--- src/rtl/id_ex_operand_stage_if.sv ---
// Bundle of decode-stage, MEM/WB bypass and E-stage signals around the ID/EX operand stage.
// The slave modport is the stage itself; the master modport is whatever drives and observes it.
interface id_ex_operand_stage_if #(
  parameter int XLEN = 32,
  parameter int REGW = 5
);
  logic            StallE, FlushE;
  logic [XLEN-1:0] RD1D, RD2D, ImmExtD, PCD;
  logic [REGW-1:0] Rs1D, Rs2D, RdD;
  logic [3:0]      ALUControlD;
  logic            ALUSrcAD, ALUSrcBD;
  logic            RegWriteD, MemWriteD, BranchD, JumpD, ValidD;
  logic [1:0]      ResultSrcD;
  logic [REGW-1:0] RdM, RdW;
  logic            RegWriteM, RegWriteW;
  logic [XLEN-1:0] ALUResultM, ResultW;
  logic [XLEN-1:0] SrcAE, SrcBE, WriteDataE, PCE, ImmExtE;
  logic [3:0]      ALUControlE;
  logic [REGW-1:0] Rs1E, Rs2E, RdE;
  logic            RegWriteE, MemWriteE, BranchE, JumpE, ValidE;
  logic [1:0]      ResultSrcE;
  logic [1:0]      ForwardAE, ForwardBE;

  modport slave (
    input  StallE, FlushE, RD1D, RD2D, ImmExtD, PCD, Rs1D, Rs2D, RdD, ALUControlD,
           ALUSrcAD, ALUSrcBD, RegWriteD, MemWriteD, BranchD, JumpD, ValidD, ResultSrcD,
           RdM, RdW, RegWriteM, RegWriteW, ALUResultM, ResultW,
    output SrcAE, SrcBE, WriteDataE, PCE, ImmExtE, ALUControlE, Rs1E, Rs2E, RdE,
           RegWriteE, MemWriteE, BranchE, JumpE, ValidE, ResultSrcE, ForwardAE, ForwardBE
  );

  modport master (
    output StallE, FlushE, RD1D, RD2D, ImmExtD, PCD, Rs1D, Rs2D, RdD, ALUControlD,
           ALUSrcAD, ALUSrcBD, RegWriteD, MemWriteD, BranchD, JumpD, ValidD, ResultSrcD,
           RdM, RdW, RegWriteM, RegWriteW, ALUResultM, ResultW,
    input  SrcAE, SrcBE, WriteDataE, PCE, ImmExtE, ALUControlE, Rs1E, Rs2E, RdE,
           RegWriteE, MemWriteE, BranchE, JumpE, ValidE, ResultSrcE, ForwardAE, ForwardBE
  );
endinterface

--- src/rtl/id_ex_operand_stage.sv ---
// ID/EX pipeline register plus the EX operand network: MEM/WB bypass muxes and the
// ALU SrcA/SrcB selects, with store data always taken from the bypassed rs2.
module id_ex_operand_stage #(
  parameter int XLEN = 32,
  parameter int REGW = 5
) (
  input logic                    clk,
  input logic                    reset,
  id_ex_operand_stage_if.slave   io_bus
);

  typedef struct packed {
    logic [XLEN-1:0] rd1;
    logic [XLEN-1:0] rd2;
    logic [XLEN-1:0] imm;
    logic [XLEN-1:0] pc;
    logic [REGW-1:0] rs1;
    logic [REGW-1:0] rs2;
    logic [REGW-1:0] rd;
    logic [3:0]      alu_ctrl;
    logic            alu_src_a;
    logic            alu_src_b;
    logic            reg_write;
    logic            mem_write;
    logic            branch;
    logic            jump;
    logic            valid;
    logic [1:0]      result_src;
  } e_fields_t;

  e_fields_t r_e;
  e_fields_t w_d;

  always_comb begin
    w_d            = '0;
    w_d.rd1        = io_bus.RD1D;
    w_d.rd2        = io_bus.RD2D;
    w_d.imm        = io_bus.ImmExtD;
    w_d.pc         = io_bus.PCD;
    w_d.rs1        = io_bus.Rs1D;
    w_d.rs2        = io_bus.Rs2D;
    w_d.rd         = io_bus.RdD;
    w_d.alu_ctrl   = io_bus.ALUControlD;
    w_d.alu_src_a  = io_bus.ALUSrcAD;
    w_d.alu_src_b  = io_bus.ALUSrcBD;
    w_d.reg_write  = io_bus.RegWriteD;
    w_d.mem_write  = io_bus.MemWriteD;
    w_d.branch     = io_bus.BranchD;
    w_d.jump       = io_bus.JumpD;
    w_d.valid      = io_bus.ValidD;
    w_d.result_src = io_bus.ResultSrcD;
  end

  // A bubble clears data as well as control, so a flushed slot feeds add 0+0.
  always_ff @(posedge clk) begin
    if (reset || io_bus.FlushE) begin
      r_e <= '0;
    end else if (!io_bus.StallE) begin
      r_e <= w_d;
    end
  end

  logic [REGW-1:0] w_rs      [2];
  logic [XLEN-1:0] w_rf_val  [2];
  logic [1:0]      w_fwd_sel [2];
  logic [XLEN-1:0] w_fwd_val [2];

  assign w_rs[0]     = r_e.rs1;
  assign w_rs[1]     = r_e.rs2;
  assign w_rf_val[0] = r_e.rd1;
  assign w_rf_val[1] = r_e.rd2;

  // MEM is checked before WB so the youngest producer wins; x0 never forwards.
  genvar gi;
  generate
    for (gi = 0; gi < 2; gi++) begin : g_fwd
      always_comb begin
        w_fwd_sel[gi] = 2'b00;
        if (io_bus.RegWriteM && (io_bus.RdM != '0) && (io_bus.RdM == w_rs[gi])) begin
          w_fwd_sel[gi] = 2'b10;
        end else if (io_bus.RegWriteW && (io_bus.RdW != '0) && (io_bus.RdW == w_rs[gi])) begin
          w_fwd_sel[gi] = 2'b01;
        end
      end

      always_comb begin
        w_fwd_val[gi] = w_rf_val[gi];
        case (w_fwd_sel[gi])
          2'b10:   w_fwd_val[gi] = io_bus.ALUResultM;
          2'b01:   w_fwd_val[gi] = io_bus.ResultW;
          default: w_fwd_val[gi] = w_rf_val[gi];
        endcase
      end
    end
  endgenerate

  assign io_bus.ForwardAE   = w_fwd_sel[0];
  assign io_bus.ForwardBE   = w_fwd_sel[1];
  assign io_bus.SrcAE       = r_e.alu_src_a ? r_e.pc  : w_fwd_val[0];
  assign io_bus.SrcBE       = r_e.alu_src_b ? r_e.imm : w_fwd_val[1];
  assign io_bus.WriteDataE  = w_fwd_val[1];
  assign io_bus.ALUControlE = r_e.alu_ctrl;
  assign io_bus.PCE         = r_e.pc;
  assign io_bus.ImmExtE     = r_e.imm;
  assign io_bus.Rs1E        = r_e.rs1;
  assign io_bus.Rs2E        = r_e.rs2;
  assign io_bus.RdE         = r_e.rd;
  assign io_bus.RegWriteE   = r_e.reg_write;
  assign io_bus.MemWriteE   = r_e.mem_write;
  assign io_bus.BranchE     = r_e.branch;
  assign io_bus.JumpE       = r_e.jump;
  assign io_bus.ValidE      = r_e.valid;
  assign io_bus.ResultSrcE  = r_e.result_src;

endmodule
--- src/flat_wrapper.sv ---
// flat-port wrapper written by rule: the top's interface ports become plain ports
module id_ex_operand_stage_flat 
#(
  parameter int XLEN = 32,
  parameter int REGW = 5
)
  (clk, reset, io_bus_StallE, io_bus_FlushE, io_bus_RD1D, io_bus_RD2D, io_bus_ImmExtD, io_bus_PCD, io_bus_Rs1D, io_bus_Rs2D, io_bus_RdD, io_bus_ALUControlD, io_bus_ALUSrcAD, io_bus_ALUSrcBD, io_bus_RegWriteD, io_bus_MemWriteD, io_bus_BranchD, io_bus_JumpD, io_bus_ValidD, io_bus_ResultSrcD, io_bus_RdM, io_bus_RdW, io_bus_RegWriteM, io_bus_RegWriteW, io_bus_ALUResultM, io_bus_ResultW, io_bus_SrcAE, io_bus_SrcBE, io_bus_WriteDataE, io_bus_PCE, io_bus_ImmExtE, io_bus_ALUControlE, io_bus_Rs1E, io_bus_Rs2E, io_bus_RdE, io_bus_RegWriteE, io_bus_MemWriteE, io_bus_BranchE, io_bus_JumpE, io_bus_ValidE, io_bus_ResultSrcE, io_bus_ForwardAE, io_bus_ForwardBE);
  id_ex_operand_stage_if #(.XLEN(XLEN), .REGW(REGW)) io_bus_i ();
  input logic clk;
  input logic reset;
  input wire logic [$bits(io_bus_i.StallE)-1:0] io_bus_StallE;
  input wire logic [$bits(io_bus_i.FlushE)-1:0] io_bus_FlushE;
  input wire logic [$bits(io_bus_i.RD1D)-1:0] io_bus_RD1D;
  input wire logic [$bits(io_bus_i.RD2D)-1:0] io_bus_RD2D;
  input wire logic [$bits(io_bus_i.ImmExtD)-1:0] io_bus_ImmExtD;
  input wire logic [$bits(io_bus_i.PCD)-1:0] io_bus_PCD;
  input wire logic [$bits(io_bus_i.Rs1D)-1:0] io_bus_Rs1D;
  input wire logic [$bits(io_bus_i.Rs2D)-1:0] io_bus_Rs2D;
  input wire logic [$bits(io_bus_i.RdD)-1:0] io_bus_RdD;
  input wire logic [$bits(io_bus_i.ALUControlD)-1:0] io_bus_ALUControlD;
  input wire logic [$bits(io_bus_i.ALUSrcAD)-1:0] io_bus_ALUSrcAD;
  input wire logic [$bits(io_bus_i.ALUSrcBD)-1:0] io_bus_ALUSrcBD;
  input wire logic [$bits(io_bus_i.RegWriteD)-1:0] io_bus_RegWriteD;
  input wire logic [$bits(io_bus_i.MemWriteD)-1:0] io_bus_MemWriteD;
  input wire logic [$bits(io_bus_i.BranchD)-1:0] io_bus_BranchD;
  input wire logic [$bits(io_bus_i.JumpD)-1:0] io_bus_JumpD;
  input wire logic [$bits(io_bus_i.ValidD)-1:0] io_bus_ValidD;
  input wire logic [$bits(io_bus_i.ResultSrcD)-1:0] io_bus_ResultSrcD;
  input wire logic [$bits(io_bus_i.RdM)-1:0] io_bus_RdM;
  input wire logic [$bits(io_bus_i.RdW)-1:0] io_bus_RdW;
  input wire logic [$bits(io_bus_i.RegWriteM)-1:0] io_bus_RegWriteM;
  input wire logic [$bits(io_bus_i.RegWriteW)-1:0] io_bus_RegWriteW;
  input wire logic [$bits(io_bus_i.ALUResultM)-1:0] io_bus_ALUResultM;
  input wire logic [$bits(io_bus_i.ResultW)-1:0] io_bus_ResultW;
  output wire logic [$bits(io_bus_i.SrcAE)-1:0] io_bus_SrcAE;
  output wire logic [$bits(io_bus_i.SrcBE)-1:0] io_bus_SrcBE;
  output wire logic [$bits(io_bus_i.WriteDataE)-1:0] io_bus_WriteDataE;
  output wire logic [$bits(io_bus_i.PCE)-1:0] io_bus_PCE;
  output wire logic [$bits(io_bus_i.ImmExtE)-1:0] io_bus_ImmExtE;
  output wire logic [$bits(io_bus_i.ALUControlE)-1:0] io_bus_ALUControlE;
  output wire logic [$bits(io_bus_i.Rs1E)-1:0] io_bus_Rs1E;
  output wire logic [$bits(io_bus_i.Rs2E)-1:0] io_bus_Rs2E;
  output wire logic [$bits(io_bus_i.RdE)-1:0] io_bus_RdE;
  output wire logic [$bits(io_bus_i.RegWriteE)-1:0] io_bus_RegWriteE;
  output wire logic [$bits(io_bus_i.MemWriteE)-1:0] io_bus_MemWriteE;
  output wire logic [$bits(io_bus_i.BranchE)-1:0] io_bus_BranchE;
  output wire logic [$bits(io_bus_i.JumpE)-1:0] io_bus_JumpE;
  output wire logic [$bits(io_bus_i.ValidE)-1:0] io_bus_ValidE;
  output wire logic [$bits(io_bus_i.ResultSrcE)-1:0] io_bus_ResultSrcE;
  output wire logic [$bits(io_bus_i.ForwardAE)-1:0] io_bus_ForwardAE;
  output wire logic [$bits(io_bus_i.ForwardBE)-1:0] io_bus_ForwardBE;
  assign io_bus_i.StallE = io_bus_StallE;
  assign io_bus_i.FlushE = io_bus_FlushE;
  assign io_bus_i.RD1D = io_bus_RD1D;
  assign io_bus_i.RD2D = io_bus_RD2D;
  assign io_bus_i.ImmExtD = io_bus_ImmExtD;
  assign io_bus_i.PCD = io_bus_PCD;
  assign io_bus_i.Rs1D = io_bus_Rs1D;
  assign io_bus_i.Rs2D = io_bus_Rs2D;
  assign io_bus_i.RdD = io_bus_RdD;
  assign io_bus_i.ALUControlD = io_bus_ALUControlD;
  assign io_bus_i.ALUSrcAD = io_bus_ALUSrcAD;
  assign io_bus_i.ALUSrcBD = io_bus_ALUSrcBD;
  assign io_bus_i.RegWriteD = io_bus_RegWriteD;
  assign io_bus_i.MemWriteD = io_bus_MemWriteD;
  assign io_bus_i.BranchD = io_bus_BranchD;
  assign io_bus_i.JumpD = io_bus_JumpD;
  assign io_bus_i.ValidD = io_bus_ValidD;
  assign io_bus_i.ResultSrcD = io_bus_ResultSrcD;
  assign io_bus_i.RdM = io_bus_RdM;
  assign io_bus_i.RdW = io_bus_RdW;
  assign io_bus_i.RegWriteM = io_bus_RegWriteM;
  assign io_bus_i.RegWriteW = io_bus_RegWriteW;
  assign io_bus_i.ALUResultM = io_bus_ALUResultM;
  assign io_bus_i.ResultW = io_bus_ResultW;
  assign io_bus_SrcAE = io_bus_i.SrcAE;
  assign io_bus_SrcBE = io_bus_i.SrcBE;
  assign io_bus_WriteDataE = io_bus_i.WriteDataE;
  assign io_bus_PCE = io_bus_i.PCE;
  assign io_bus_ImmExtE = io_bus_i.ImmExtE;
  assign io_bus_ALUControlE = io_bus_i.ALUControlE;
  assign io_bus_Rs1E = io_bus_i.Rs1E;
  assign io_bus_Rs2E = io_bus_i.Rs2E;
  assign io_bus_RdE = io_bus_i.RdE;
  assign io_bus_RegWriteE = io_bus_i.RegWriteE;
  assign io_bus_MemWriteE = io_bus_i.MemWriteE;
  assign io_bus_BranchE = io_bus_i.BranchE;
  assign io_bus_JumpE = io_bus_i.JumpE;
  assign io_bus_ValidE = io_bus_i.ValidE;
  assign io_bus_ResultSrcE = io_bus_i.ResultSrcE;
  assign io_bus_ForwardAE = io_bus_i.ForwardAE;
  assign io_bus_ForwardBE = io_bus_i.ForwardBE;
  id_ex_operand_stage #(.XLEN(XLEN), .REGW(REGW)) u_core (.clk(clk), .reset(reset), .io_bus(io_bus_i));
endmodule
--- config.mk ---
export PLATFORM = sky130hd
export DESIGN_NAME = id_ex_operand_stage_flat
export DESIGN_NICKNAME = d
export VERILOG_FILES = /design/src/rtl/id_ex_operand_stage_if.sv /design/src/rtl/id_ex_operand_stage.sv /design/src/flat_wrapper.sv
export SDC_FILE = /design/constraint.sdc
export NUM_CORES = 1
export LEC_CHECK = 0
export ABC_CLOCK_PERIOD_IN_PS = 4300
export BUFFER_PORTS_ARGS = -buffer_cell sky130_fd_sc_hd__clkbuf_2
export CORE_AREA = 2 2 165 167
export CTS_BUF_LIST = sky130_fd_sc_hd__clkbuf_16
export DETAILED_ROUTE_END_ITERATION = 12
export DIE_AREA = 0 0 167 169
export MAX_ROUTING_LAYER = met4
export PLACE_DENSITY = 0.62
export SYNTH_ARGS = -nofsm -noshare
export SYNTH_HDL_FRONTEND = slang
export SYNTH_SLANG_ARGS = --single-unit
export TNS_END_PERCENT = 50
--- constraint.sdc ---
create_clock -name clk -period 4.3 [get_ports clk]
set_clock_uncertainty 0.1 [all_clocks]
set_input_delay 0.86 -clock clk [delete_from_list [all_inputs] [get_ports clk]]
set_output_delay 0.86 -clock clk [all_outputs]
set_load 0.02 [all_outputs]
==> results of run 1 <==
[logic make-up (layout without fill, tap and decap cells)]
kind of cell	count (synthesis)	count (layout)	synth area share, %
and+or+nand+nor	301	301	13.7
buffers and inverters	237	547	14.6
muxes	188	188	21.3
AOI/OAI and AO/OA	162	162	13.1
DFF	156	156	35.4
xor gates and xnor gates	20	20	1.98
other	0	1	0
[worst max-delay path by stage]
stage,endpoint,depth (start not counted),slack [ns]
detailed placement,io_bus_SrcBE[11],8,0.23
CTS,io_bus_SrcBE[11],8,0.23
global placement,io_bus_SrcBE[23],8,0.30
floorplan,io_bus_SrcBE[10],7,0.57
global route,io_bus_SrcBE[11],8,0.13
finish,io_bus_SrcBE[11],8,0.26
[layer usage]
layer  track usage (%)  part of all wire, %  vias up
met5                 -                    0        -
met4              5.66                  1.8        0
met3              4.42                  6.1       31
met2              37.4                   49      339
met1              27.4                   43     3937
li1                  -                    -     4155
[state kept, by name, summed over array words and instances (netlist names)]
signal and cells:
u_core.io_bus.ALUControlE 4, u_core.io_bus.BranchE 1, u_core.io_bus.ImmExtE 32, u_core.io_bus.JumpE 1, u_core.io_bus.MemWriteE 1, u_core.io_bus.PCE 32, u_core.io_bus.RdE 5, u_core.io_bus.RegWriteE 1
u_core.io_bus.ResultSrcE 2, u_core.io_bus.Rs1E 5, u_core.io_bus.Rs2E 5, u_core.io_bus.ValidE 1, u_core.r_e 66
[cell type report]
type | count | area [µm²] | share of cell area (%)
Multi-Input combinational cell | 671 | 4450 | 39.7
Sequential cell | 156 | 3130 | 27.9
Timing Repair Buffer | 449 | 2380 | 21.2
Tap cell | 341 | 427 | 3.80
Clock buffer | 17 | 425 | 3.79
Inverter | 66 | 248 | 2.21
Clock inverter | 15 | 155 | 1.38
Antenna cell | 1 | 2.50 | 0.0223
[placed cells by master, fill, tap and decap left out, drive strengths merged]
cell | synthesis | final
nand2 | 33 | 33
nor2 | 223 | 223
a31oi | 32 | 32
clkinvlp | 0 | 2
xnor2 | 9 | 9
or2 | 1 | 1
o211a | 1 | 1
a21oi | 32 | 32
dfxtp | 156 | 156
o31ai | 32 | 32
nand3 | 1 | 1
diode | 0 | 1
xor2 | 11 | 11
or3 | 1 | 1
and2 | 2 | 2
a221oi | 32 | 32
inv | 66 | 74
nor3 | 35 | 35
mux2i | 188 | 188
o21a | 1 | 1
a211oi | 32 | 32
or4 | 2 | 2
and4 | 1 | 1
and3 | 1 | 1
clkinv | 0 | 4
bufinv | 0 | 1
clkbuf | 51 | 442
buf | 120 | 24
nand4 | 1 | 1
[worst max-delay path: stages]
cell      delay, ns
clkbuf_2       0.11
or4_1          0.53
o21a_2         0.24
and4_2         0.35
buf_4          0.28
mux2i_1        0.15
a221oi_1       0.32
clkbuf_2       0.24
[power by group]
part | internal [W] | total, W | switching, W
sequential | 0.00149 | 0.00153 | 0.0000426
combinational | 0.000272 | 0.000668 | 0.000396
clock | 0.000821 | 0.00152 | 0.000700
[stage by stage]
stage	instances	utilization, %	hold WS (ns)	power, W	setup WS (ns)
after global placement	1683	40.1	0.375	0.00223	0.303
after floorplan	1064	-	0.363	0.00197	0.573
final	1716	42.3	0.396	0.00372	0.256
after detailed placement	1683	40.1	0.384	0.00224	0.232
after global routing	1716	42.3	0.417	0.00390	0.129
after CTS	1715	42.3	0.401	0.00377	0.231
==> results.cfg, run 1 <==
[yosys]
avgSynthCellArea_um2 = 8.30
synth-seq-cells = 156
netlist_instances = 1064
synth_area_leaders = dfxtp_1 (35%), mux2i_1 (21%), nor2_1 (9.4%), buf_4 (7.2%), a221oi_1 (3.2%)
async_flop_share_pct = 0
synth_most_common_cell = nor2_1
synth_flop_cell = dfxtp_1
seq_area_frac_synth_pct = 35.4
synth_nets = 1300
syn_area_um2 = 8830
yosys.area.top_type = dfxtp_1
yosysUniqueCellTypes = 30
netlist_top_cells_count = nor2_1 (222), mux2i_1 (188), dfxtp_1 (156), buf_4 (85), inv_1 (66)
synth.top_cell.area_share_pct = 35.4
synth-edff-count = 0
yosys_warnings = 0

[outcome]
status = finished clean

[final_layout]
syn2layout_area_growth_pct = 27.0
drive_above_1_share_pct = 36.1
nNetsFinal = 1597
final.fill_count = 2723
stdcell_area_um2 = 11200

[clocking]
h-tree-depth = 4
clock_sinks = 156
cts_setup_buffers = 0
cts.clk_slew.worst_paths_ns = 0.07
clockBufferDepth = 2
cts_resized = 0
cts_buffers = 17
hold_buffers = 0
worstSkewPairLatency_ns = 0.42
cts_tree = built
cts-root-buf = clkbuf_16

[detailed_routing]
viasPerCell = 4.93
first_pass_iters = 4
ant_nets = 0
drt_iter0_drc = 549
vias = 8462
routed_wl_um = 31700
drc_errors = 0
wl_per_cell_um = 18.5

[die]
rows = 60
start_util_pct = 33.3
core_area_um2 = 26500
die_y_um = 169
io_pins = 426
die_width_um = 167
die_area_um2 = 28200

[placement]
hpwl_um = 24400
dpl_cell_area_um2 = 10600
gp_congestion = 0.898
port_buffers = 425

[critical_path]
startpoint = io_bus_RdW[0]
reg2reg_to = u_core.r_e[7]
reg2reg_from = u_core.r_e[7]
worstPathArrival_ns = 3.08
start_kind = primary input
r2r_setup_slack_ns = 2.81
cp.required_ns = 3.34
end_kind = output pin
r2r_cells = 3
path_class = primary input to output pin
path_max_fanout = 12

[sta]
drv_slew = 0
worstMarginPinSlew_ns = 0.811
fin_crit_sh_pct = 94.1
hold_viol_final = 0
layout_min_cycle_time_ns = 4.04
rsz0062_at_grt = false
timing.slew.headroom_pct = 45.9
setup-violations-final = 0
setup-tns-final_ns = 0
fmax_ghz = 0.247

[grt]
grt_overflow = 0
track_usage_pct = 22.2
grt_pass1_wl_um = 47300
grt_pass1_vias = 8071
grt_max_degree = 77
grt_antenna_before_repair = 1

[hold_path]
hold_class = register to register
hold_end = u_core.r_e[112]
hp-start = u_core.r_e[112]
min_path_cells = 2

[flow_run]
cap_violations = 0

[power]
p_leak_nw = 5.43
p_per_area_nw_per_um2 = 332
peakVddDrop_uv = 203
(Power assumes the default switching activity.)
==> inputs of run 2 (changes only) <==
--- a/config.mk
+++ b/config.mk
@@ -7,12 +7,15 @@
 export LEC_CHECK = 0
 export ABC_CLOCK_PERIOD_IN_PS = 4300
 export BUFFER_PORTS_ARGS = -buffer_cell sky130_fd_sc_hd__clkbuf_2
-export CORE_AREA = 2 2 165 167
+export CELL_PAD_IN_SITES_DETAIL_PLACEMENT = 0
+export CELL_PAD_IN_SITES_GLOBAL_PLACEMENT = 1
+export CORE_ASPECT_RATIO = 1.5
+export CORE_MARGIN = 5
+export CORE_UTILIZATION = 36
 export CTS_BUF_LIST = sky130_fd_sc_hd__clkbuf_16
 export DETAILED_ROUTE_END_ITERATION = 12
-export DIE_AREA = 0 0 167 169
 export MAX_ROUTING_LAYER = met4
-export PLACE_DENSITY = 0.62
+export PLACE_DENSITY = 0.88
 export SYNTH_ARGS = -nofsm -noshare
 export SYNTH_HDL_FRONTEND = slang
 export SYNTH_SLANG_ARGS = --single-unit
==> run 2 against run 1 <==
Net effect: sequential share of layout area is 0.059 points higher; first-iteration DRC count is 8.6% lower; register-to-register slack better by 0.03 ns; power is 1.1% higher; die area is 1.4% lower.
==> results.cfg, run 2 (same netlist as run 1, synthesis figures left out) <==
[sta]
hold_viol_final = 0
worstMarginPinSlew_ns = 1.03
timing.slew.headroom_pct = 31.5
layout_min_cycle_time_ns = 3.92
fmax_ghz = 0.255
fin_crit_sh_pct = 91.1
setup-violations-final = 0
drv_slew = 0
rsz0062_at_grt = false
setup-tns-final_ns = 0

[grt]
grt_max_degree = 92
grt_overflow = 0
grt_antenna_before_repair = 3
track_usage_pct = 23.8
grt_pass1_wl_um = 49500
grt_pass1_vias = 8561

[clocking]
clock_sinks = 156
cts_resized = 0
cts_setup_buffers = 0
cts.clk_slew.worst_paths_ns = 0.06
cts_tree = built
hold_buffers = 0
clockBufferDepth = 2
cts_buffers = 17
worstSkewPairLatency_ns = 0.43
cts-root-buf = clkbuf_16
h-tree-depth = 4

[power]
p_per_area_nw_per_um2 = 336
power.share.combinational_pct = 17.7
p_seq_share_pct = 40.9
clock_power_share_pct = 41.5
peakVddDrop_uv = 284
totalPowerFinal_w = 0.00376
p_leak_nw = 5.42
p_sw_share_pct = 28.9
p_switching_w = 0.00109
p_int_w = 0.00268

[final_layout]
drive_above_1_share_pct = 35.7
final_cell_mix = clkbuf_2 (424), nor2_1 (221), mux2i_1 (188), dfxtp_1 (154), inv_1 (66)
largest_reg_flops = 66
syn2layout_area_growth_pct = 26.7
fin_util_pct = 46.1
final.fill_count = 2477
final_common_cell = clkbuf_2
nNetsFinal = 1590
top_register = u_core.r_e

[critical_path]
cp_slowest_cell = or4_1
cp.required_ns = 3.34
r2r_cells = 2
path_class = primary input to output pin
max_stage_delay_ns = 0.53
crit_cells = 8
reg2reg_from = u_core.r_e[8]
startpoint = io_bus_RdW[0]
reg2reg_to = u_core.r_e[8]
path_max_fanout = 33
crit_chain = clkbuf_2 > or4_1 > o21a_2 > and4_2 > buf_12 > mux2i_1 > a221oi_1 > clkbuf_2
r2r_setup_slack_ns = 2.84
critPathTopFamily = simple AND/OR/NAND/NOR gates
crit_top_cell = clkbuf_2
start_kind = primary input
end_kind = output pin
worstPathArrival_ns = 2.96
endpoint = io_bus_SrcBE[7]
cp_num_buf_inv = 3

[die]
start_util_pct = 36.4
die_area_um2 = 27800
io_pins = 426
core_area_um2 = 24300
rows = 70
die_width_um = 138
die_y_um = 202

[detailed_routing]
drt_iter0_drc = 502
first_pass_iters = 5
routed_wl_um = 33000
vias = 8578
ant_nets = 0
drc_errors = 0
viasPerCell = 5.06
wl_per_cell_um = 19.5

[placement]
hpwl_um = 24800
gp_congestion = 0.901
port_buffers = 425

[outcome]
status = finished clean

[hold_path]
hold_class = register to register

[flow_run]
cap_violations = 0
-- run 2: cell count changes in the layout (fill, tap and decap cells not counted), sizes merged --
| cell | delta |
|---|---|
| clkinv | +3 |
| diode | +2 |
| clkinvlp | +1 |
| buf | -7 |
| inv | -6 |
| bufinv | +2 |
-- run 2: cell type report --
cell class              count  area, µm²  area share (%)
clock inverters            15        175            1.57
well taps                 324        405            3.62
multi-input cells         671       4450            39.8
repair buffers            442       2350            21.0
clock buffers              17        425            3.80
inverters                  66        248            2.21
diodes                      3       7.51          0.0671
flip-flops and latches    156       3130            27.9
-- run 2: worst min path at each step --
| stage | from | end | depth (start not counted) |
|---|---|---|---|
| after global placement | u_core.r_e[144] | u_core.r_e[144] | 2 |
| after floorplan | u_core.r_e[100] | u_core.r_e[100] | 2 |
| final | u_core.io_bus.JumpE | u_core.io_bus.JumpE | 2 |
| after global routing | u_core.r_e[113] | u_core.r_e[113] | 2 |
| after detailed placement | u_core.r_e[117] | u_core.r_e[117] | 2 |
| after CTS | u_core.r_e[117] | u_core.r_e[117] | 2 |
-- run 2: routing by layer --
metal / track usage (%) / wire, µm
met1: 27.4 / 12800
met4: 10.8 / 1260
met5: - / 0
met2: 39.9 / 16900
met3: 4.28 / 2110
-- run 2: power by group through the flow --
stage          clock network [W]  logic, W  registers [W]
2_1_floorplan                  0  0.000421        0.00155
3_3_place_gp                   0  0.000665        0.00157
3_5_place_dp                   0  0.000668        0.00157
4_1_cts                  0.00160  0.000671        0.00154
5_1_grt                  0.00166  0.000719        0.00154
6_report                 0.00156  0.000665        0.00154
-- run 2: tightest hold or removal path, delay by kind of cell, from the launching register on --
kind | cells | cell delay [ns]
DFF | 1 | 0.32
muxes | 1 | 0.07
and+or+nand+nor | 1 | 0.07
-- run 2: through the flow --
stage               area [µm²]  hold WS, ns  std cells  setup WS, ns
floorplan                 8830        0.363       1064         0.573
global placement         10600        0.375       1659         0.428
CTS                      11200        0.397       1691         0.420
finish                   11200        0.395       1694         0.384
global route             11200        0.408       1694         0.314
detailed placement       10600        0.381       1659         0.430
==> inputs of run 3 (changes only) <==
--- a/config.mk
+++ b/config.mk
@@ -12,7 +12,6 @@
 export CORE_ASPECT_RATIO = 1.5
 export CORE_MARGIN = 5
 export CORE_UTILIZATION = 36
-export CTS_BUF_LIST = sky130_fd_sc_hd__clkbuf_16
 export DETAILED_ROUTE_END_ITERATION = 12
 export MAX_ROUTING_LAYER = met4
 export PLACE_DENSITY = 0.88
==> run 3 against run 2 <==
Net effect: final cell count unchanged; sequential cell count unchanged; largest power group unchanged; fmax unchanged; count of clock-buffer cells in the layout up 1; sequential power about the same.
==> results.cfg, run 3 (same netlist as run 1, synthesis figures left out) <==
[power]
p_seq_share_pct = 40.8
p_leak_nw = 5.41
power.share.combinational_pct = 17.7
peakVddDrop_uv = 284
clock_power_share_pct = 41.5
p_switching_w = 0.00109
p_per_area_nw_per_um2 = 337
p_int_w = 0.00268
p_sw_share_pct = 28.9
totalPowerFinal_w = 0.00377

[placement]
place_ws_ns = 0.430
hpwl_um = 24800
gp_congestion = 0.901
port_buffers = 425

[die]
core_area_um2 = 24300
rows = 70
io_pins = 426
die_y_um = 202
die_area_um2 = 27800
die_width_um = 138
start_util_pct = 36.4

[detailed_routing]
vias = 8575
viasPerCell = 5.06
routed_wl_um = 33000
ant_nets = 0
first_pass_iters = 5
wl_per_cell_um = 19.5
drc_errors = 0
drt_iter0_drc = 502

[grt]
grt_pass1_wl_um = 49500
track_usage_pct = 23.8
grt_max_degree = 92
grt_pass1_vias = 8561
grt_antenna_before_repair = 3
grt_overflow = 0

[critical_path]
path_max_fanout = 33
worstPathArrival_ns = 2.96
end_kind = output pin
cp.required_ns = 3.34
start_kind = primary input
path_class = primary input to output pin

[clocking]
hold_buffers = 0
cts_resized = 0
clock_sinks = 156
cts_tree = built
h-tree-depth = 4
cts.clk_slew.worst_paths_ns = 0.06
cts-root-buf = clkbuf_16
clockBufferDepth = 2
cts_buffers = 17
worstSkewPairLatency_ns = 0.43
cts_setup_buffers = 0

[sta]
rsz0062_at_grt = false
worstMarginPinSlew_ns = 1.03
setup-violations-final = 0
drv_slew = 0
layout_min_cycle_time_ns = 3.92
fin_hold_ws_ns = 0.395
hold_viol_final = 0
timing.slew.headroom_pct = 31.5
setup-tns-final_ns = 0
fmax_ghz = 0.255
finalWorstSetupSlack_ns = 0.384
fin_crit_sh_pct = 91.1

[final_layout]
final_cell_mix = clkbuf_2 (424), nor2_1 (221), mux2i_1 (188), dfxtp_1 (154), inv_1 (65)
drive_above_1_share_pct = 35.7
final_common_cell = clkbuf_2
syn2layout_area_growth_pct = 26.7
nNetsFinal = 1590
top_register = u_core.r_e
largest_reg_flops = 66
fin_util_pct = 46.1

[outcome]
status = finished clean

[hold_path]
hold_class = register to register

[flow_run]
cap_violations = 0
## run 3: changes by cell type in the layout (fill, tap and decap cells not counted), sizes merged
cell,change
clkbuf,+1
inv,-1
## run 3: stage by stage
step                      cells  cell area [µm²]
after floorplan            1064             8830
after global placement     1659            10600
after detailed placement   1659            10600
after CTS                  1691            11200
after global routing       1694            11200
final                      1694            11200
## run 3: area by class of cell
class | instances | area [µm²]
diodes | 3 | 7.51
clock buffers | 18 | 429
clock inverters | 14 | 171
fillers | 2477 | 13100
inverters | 66 | 248
multi-input cells | 671 | 4450
flip-flops and latches | 156 | 3130
well taps | 324 | 405
repair buffers | 442 | 2350
## run 3: power groups by stage
stage          combinational [W]  clock [W]  sequential [W]
6_report                0.000665    0.00156         0.00154
3_5_place_dp            0.000668          0         0.00157
2_1_floorplan           0.000421          0         0.00155
4_1_cts                 0.000671    0.00160         0.00154
5_1_grt                 0.000719    0.00166         0.00154
3_3_place_gp            0.000665          0         0.00157
## run 3: worst paths after layout
path | startpoint | endpoint | slack (ns) | cells past startpoint
worst max-delay path | io_bus_RdW[0] | io_bus_SrcBE[7] | 0.38 | 8
worst min-delay path | u_core.io_bus.JumpE | u_core.io_bus.JumpE | 0.39 | 2
worst max register to register | u_core.r_e[8] | u_core.r_e[8] | 2.84 | 2
worst min register to register | u_core.io_bus.JumpE | u_core.io_bus.JumpE | 0.39 | 2
## run 3: routing by layer
layer | share of wire [%] | vias to the layer above | GRT usage, % | wire, µm
li1 | - | 4154 | - | -
met1 | 39 | 3996 | 27.4 | 12800
met2 | 51 | 359 | 39.9 | 16900
met3 | 6.4 | 66 | 4.28 | 2110
met4 | 3.8 | 0 | 10.8 | 1260
met5 | 0 | - | - | 0
## run 3: worst max-delay path, cell delays in order
cell,delay [ns]
clkbuf_2,0.11
or4_1,0.53
o21a_2,0.23
and4_2,0.20
buf_12,0.20
mux2i_1,0.17
a221oi_1,0.39
clkbuf_2,0.25
